<file path="src/rtl/fpu_pkg.sv">
// Shared definitions for the FPU issue controller: opcodes, exception bit
// positions, the controller state encoding and a one-hot helper.
package fpu_pkg;

   localparam logic [3:0] OP_ADD = 4'b0001;
   localparam logic [3:0] OP_SUB = 4'b0010;
   localparam logic [3:0] OP_MUL = 4'b0100;
   localparam logic [3:0] OP_CVT = 4'b1000;

   localparam int EXC_INVALID   = 4;
   localparam int EXC_DIVZERO   = 3;
   localparam int EXC_OVERFLOW  = 2;
   localparam int EXC_UNDERFLOW = 1;
   localparam int EXC_INEXACT   = 0;

   localparam int CNT_W = 8;

   typedef enum logic [1:0] {
      IDLE  = 2'd0,
      ISSUE = 2'd1,
      WAIT  = 2'd2,
      HOLD  = 2'd3
   } fpu_state_e;

   function automatic logic is_onehot4(input logic [3:0] op);
      return (op != 4'b0000) && ((op & (op - 4'd1)) == 4'b0000);
   endfunction

endpackage

</file>
<file path="src/rtl/fpu_lat_counter.sv">
// Loadable down-counter tracking remaining execution-unit latency.
// zero_next flags the final cycle: the next decrement reaches zero.
module fpu_lat_counter #(
   parameter int W = 8
) (
   input  logic         clk,
   input  logic         rst_n,
   input  logic         load,
   input  logic [W-1:0] load_val,
   input  logic         dec,
   output logic [W-1:0] count,
   output logic         zero_next
);

   always_ff @(posedge clk or negedge rst_n) begin
      if (!rst_n) begin
         count <= '0;
      end else if (load) begin
         count <= load_val;
      end else if (dec && (count != '0)) begin
         count <= count - W'(1);
      end
   end

   assign zero_next = (count == W'(1));

endmodule

</file>
<file path="src/rtl/fpu_issue_ctrl.sv">
// Single-outstanding issue controller: accepts one FPU request, pulses the
// matching unit enable, waits out its latency and holds the captured result.
module fpu_issue_ctrl
   import fpu_pkg::*;
#(
   parameter int LAT_ADD = 1,
   parameter int LAT_MUL = 2,
   parameter int LAT_CVT = 1
) (
   input  logic        clk,
   input  logic        rst_n,
   input  logic        in_valid,
   output logic        in_ready,
   input  logic [3:0]  in_op,
   input  logic [15:0] in_a,
   input  logic [15:0] in_b,
   output logic [3:0]  ena,
   output logic [15:0] float_a,
   output logic [15:0] float_b,
   input  logic [31:0] res_data,
   input  logic [4:0]  res_exc,
   output logic        out_valid,
   input  logic        out_ready,
   output logic [31:0] out_data,
   output logic [4:0]  out_exc,
   output logic [4:0]  sticky_exc,
   input  logic        clr_sticky,
   output fpu_state_e  dbg_state
);

   fpu_state_e       state;
   logic [CNT_W-1:0] lat_sel;
   logic [CNT_W-1:0] cnt;
   logic             cnt_zero_next;
   logic             out_hs;

   // Handshake: a transfer happens on any cycle where valid and ready are
   // both high; valid never depends on ready, and only IDLE/HOLD offer them.
   assign in_ready  = (state == IDLE);
   assign out_valid = (state == HOLD);
   assign out_hs    = out_valid && out_ready;
   assign dbg_state = state;

   // ena still carries the latched opcode during ISSUE, so it selects latency.
   always_comb begin
      lat_sel = CNT_W'(LAT_ADD);
      case (ena)
         OP_MUL:  lat_sel = CNT_W'(LAT_MUL);
         OP_CVT:  lat_sel = CNT_W'(LAT_CVT);
         default: lat_sel = CNT_W'(LAT_ADD);
      endcase
   end

   fpu_lat_counter #(.W(CNT_W)) u_lat_counter (
      .clk       (clk),
      .rst_n     (rst_n),
      .load      (state == ISSUE),
      .load_val  (lat_sel),
      .dec       (state == WAIT),
      .count     (cnt),
      .zero_next (cnt_zero_next)
   );

   always_ff @(posedge clk or negedge rst_n) begin
      if (!rst_n) begin
         state      <= IDLE;
         ena        <= '0;
         float_a    <= '0;
         float_b    <= '0;
         out_data   <= '0;
         out_exc    <= '0;
         sticky_exc <= '0;
      end else begin
         case (state)
            IDLE: begin
               if (in_valid) begin
                  if (is_onehot4(in_op)) begin
                     ena     <= in_op;
                     float_a <= in_a;
                     float_b <= in_b;
                     state   <= ISSUE;
                  end else begin
                     out_data             <= '0;
                     out_exc              <= '0;
                     out_exc[EXC_INVALID] <= 1'b1;
                     state                <= HOLD;
                  end
               end
            end
            ISSUE: begin
               ena   <= '0;
               state <= WAIT;
            end
            WAIT: begin
               if (cnt_zero_next) begin
                  out_data <= res_data;
                  out_exc  <= res_exc;
                  state    <= HOLD;
               end
            end
            HOLD: begin
               if (out_ready) state <= IDLE;
            end
            default: state <= IDLE;
         endcase

         // A clear that coincides with a handshake keeps only that result's flags.
         if (clr_sticky) begin
            sticky_exc <= out_hs ? out_exc : '0;
         end else if (out_hs) begin
            sticky_exc <= sticky_exc | out_exc;
         end
      end
   end

endmodule
</file>
<file path="config.mk">
export PLATFORM = sky130hd
export DESIGN_NAME = fpu_issue_ctrl
export DESIGN_NICKNAME = d
export VERILOG_FILES = /design/src/rtl/fpu_pkg.sv /design/src/rtl/fpu_lat_counter.sv /design/src/rtl/fpu_issue_ctrl.sv
export SDC_FILE = /design/constraint.sdc
export NUM_CORES = 1
export LEC_CHECK = 0
export BUFFER_PORTS_ARGS = -buffer_cell sky130_fd_sc_hd__buf_2
export CAP_MARGIN = 20
export CORE_ASPECT_RATIO = 1.5
export CORE_MARGIN = 3
export CORE_UTILIZATION = 40
export DETAILED_ROUTE_END_ITERATION = 8
export GPL_TIMING_DRIVEN = 0
export PLACE_DENSITY = 0.69
export SYNTH_ARGS = -nofsm -noshare
export SYNTH_HDL_FRONTEND = slang
export SYNTH_HIERARCHICAL = 1
export SYNTH_SLANG_ARGS = --single-unit
export TNS_END_PERCENT = 10
</file>
<file path="constraint.sdc">
create_clock -name clk -period 3.3 [get_ports clk]
set_input_delay 0.66 -clock clk [delete_from_list [all_inputs] [get_ports clk]]
set_output_delay 0.66 -clock clk [all_outputs]
set_load 0.01 [all_outputs]
</file>
==> flow_summary.yaml <==
outcome:
  status: "finished clean"
power:
  leakagePower_uw: 0.00264
  powerDensity_nw_per_um2: 986
  ir_drop_v: 0.000548
  total_power_uw: 5000
synthesis:
  synth_compound_area_share_pct: 17.0
  yosysTopAreaCell: "dfrtp_1"
  synth_area_per_cell_um2: 13.4
  synth_edf_count: 0
  synth-xor-area-share_pct: 0.231
  synth-adder-area-share_pct: 2.31
  synth_cell_types: 47
  syn_area_um2: 3790
  ys_seq_area_share_pct: 58.1
  ys_warn_count: 6
  yosys.area.top_type_share_pct: 58.1
  ys_ff_latch: 88
  ys_top_cells_by_area: "dfrtp_1 58%, a22o_2 8.7%, mux2_2 7.7%"
  synth_top_family_by_area: "compound AO/OA/AOI/OAI gates"
  synthSimpleGateAreaFrac_pct: 7.52
  syn_inst: 282
  yosys_most_used_dff: "dfrtp_1"
  async_reset_ff_share_pct: 100
  muxShareOfSynthArea_pct: 10.3
cells_and_area:
  drive_gt1_share_pct: 55.5
  nets: 544
  area_delta_synth_final_pct: 33.9
  final_cells: 573
  fin_util_pct: 56.2
  antenna_cells: 0
  fill_cells: 791
timing:
  finalSetupViolCount: 0
  hold_violations: 0
  hold_slack_ns: 0.207
  relSlewSlack_pct: 35.7
  period_minus_slack_ns: 2.75
  rsz0062_at_grt: "no"
  setup_tns_ns: 0
  worstMarginPinSlew_ns: 0.963
  period_share_pct: 83.4
  skew_ns: 0.00662
  maxSlewViolCount: 0
  max_freq_ghz: 0.363
grt:
  grt_max_degree: 70
  grt-ovfl-total: 0
  antenna_found_initial: 0
  grt_usage_pct: 17.8
  grt_pass1_wl_um: 15100
  grt_pass1_vias: 3022
clock_network:
  post-cts-setup-buffers: 0
  cts_hold_buf: 0
  clockBufferDepth: 2
  ctsResizeCount: 0
  cts_sinks: 88
  cts_buffers: 9
  root_buffer: "clkbuf_16"
  htreeDepth: 3
  clk_pin_slew_ns: 0.06
  insertion_delay_ns: 0.33
  cts_tree: "done"
floorplan:
  core_region_area_um2: 9040
  start_util_pct: 42.0
  die_area_um2: 10700
  die_h_um: 125
  die_w_um: 85.5
  ios: 160
  rows: 42
drt:
  first_iter_violations: 62
  drc: 0
  vias: 2937
  wirelength_um: 9280
  post_drt_wl_per_cell_um: 16.2
  antenna_left: 0
  viasPerCell: 5.13
  drt-pass1-iter-count: 4
placement:
  io_buffers: 159
  dp.cells: 557
  dp_hpwl_um: 7030
  place.gp.congestion: 0.821
job:
  maxCapViolations: 0
setup_path:
  endpoint_kind: "register"
  crit_chain: "or4_1 > clkbuf_2 > nor4b_1 > o22ai_1 > a211oi_4 > buf_6 > a22o_2"
  critical_path_class: "reg -> reg"
  cpPeakStageDelay_ns: 0.62
  r2r_cells: 7
  critPathArrivalTime_ns: 3.02
  crit_path_max_fanout: 10
  cpMaxStageDelayCell: "a211oi_4"
  worst_setup_path_start_kind: "register"
  critical_path_required_ns: 3.57
hold_path:
  hold_class: "in -> async"
-- cell type report --
type / count / area [um2] / share of cell area, %
Clock buffer: 11 / 243 / 4.78
Clock inverter: 4 / 53.8 / 1.06
Buffer: 14 / 111 / 2.19
Multi-Input combinational cell: 169 / 1440 / 28.3
Timing Repair Buffer: 161 / 831 / 16.4
Tap cell: 110 / 138 / 2.71
Sequential cell: 88 / 2200 / 43.4
Inverter: 16 / 60.1 / 1.18
-- sequential cells by signal, summed over array words and instances (netlist names) --
name,count
dbg_state,2
ena,4
float_a,16
float_b,16
out_data,32
out_exc,5
sticky_exc,5
u_lat_counter/count,8
-- where the power goes --
group | internal (uW) | switching [uW] | leakage (uW)
registers | 1550 | 265 | 0.00111
logic | 1070 | 1100 | 0.00139
clock network | 606 | 408 | 0.000138
-- through the flow --
step                setup WS (ns)  instance area [um2]
detailed placement          0.592                 4770
finish                      0.547                 5080
floorplan                   0.998                 3810
CTS                         0.567                 5070
global route                0.364                 5080
global placement            0.629                 4740
-- cell usage after synthesis (2+ instances only) --
library cell,number
clkbuf_1,2
buf_6,7
nor4b_1,2
nor3b_1,5
inv_1,16
ha_1,7
o211ai_1,5
mux2_2,26
a22o_1,4
mux2i_1,3
a2111o_1,3
o21ai_0,6
nor2_1,8
a21o_1,3
or4_1,4
nand3_1,5
mux2_1,6
a31oi_1,3
buf_2,4
a22o_2,33
a21oi_1,4
dfrtp_1,88
or4b_2,3
nand2_1,12
-- critical path: cells and delay by family (launching register included) --
| kind | cells | cell delay (ns) |
|---|---|---|
| flip-flops | 1 | 0.44 |
| AND/OR/NAND/NOR | 2 | 0.83 |
| AO/OA/AOI/OAI | 3 | 1.01 |
| buffers and inverters | 2 | 0.40 |
-- cell usage in the layout (no fill, tap or decap), types with 7 or more instances in the layout --
| cell type | count |
|---|---|
| nand2_1 | 12 |
| a22o_2 | 33 |
| dfrtp_1 | 88 |
| mux2_2 | 26 |
| inv_1 | 16 |
| clkbuf_16 | 9 |
| buf_2 | 162 |
| ha_1 | 7 |
| buf_6 | 7 |
| nor2_1 | 8 |
-- worst paths after layout --
check / slack, ns / end / from
setup / recovery: 0.55 / out_data[27] / u_lat_counter/count[2]
min in group clk: 0.48 / float_a[3] / float_a[3]
hold / removal: 0.21 / out_data[13] / rst_n
setup reg to reg: 0.55 / out_data[27] / u_lat_counter/count[2]
max in group asynchronous: 2.47 / out_data[25] / rst_n
hold reg to reg: 0.48 / float_a[3] / float_a[3]
-- logic make-up after synthesis --
| kind of cell | count (synthesis) |
|---|---|
| compound gates | 73 |
| xor+xnor | 1 |
| fa+ha+maj | 7 |
| buf+inv | 30 |
| flops | 88 |
| mux | 35 |
| other cells | 1 |
| simple gates | 47 |
-- per-layer routing --
metal | GRT usage, % | wire length [um] | share of wire [%] | vias to the layer above
met3 | 4.08 | 507 | 5.5 | 13
li1 | - | - | - | 1390
met1 | 20.2 | 3570 | 38 | 1442
met4 | 7.27 | 175 | 1.9 | 0
met2 | 31.6 | 5020 | 54 | 92
met5 | 0 | 0 | 0 | -
Power figures use the tool's default switching activity.
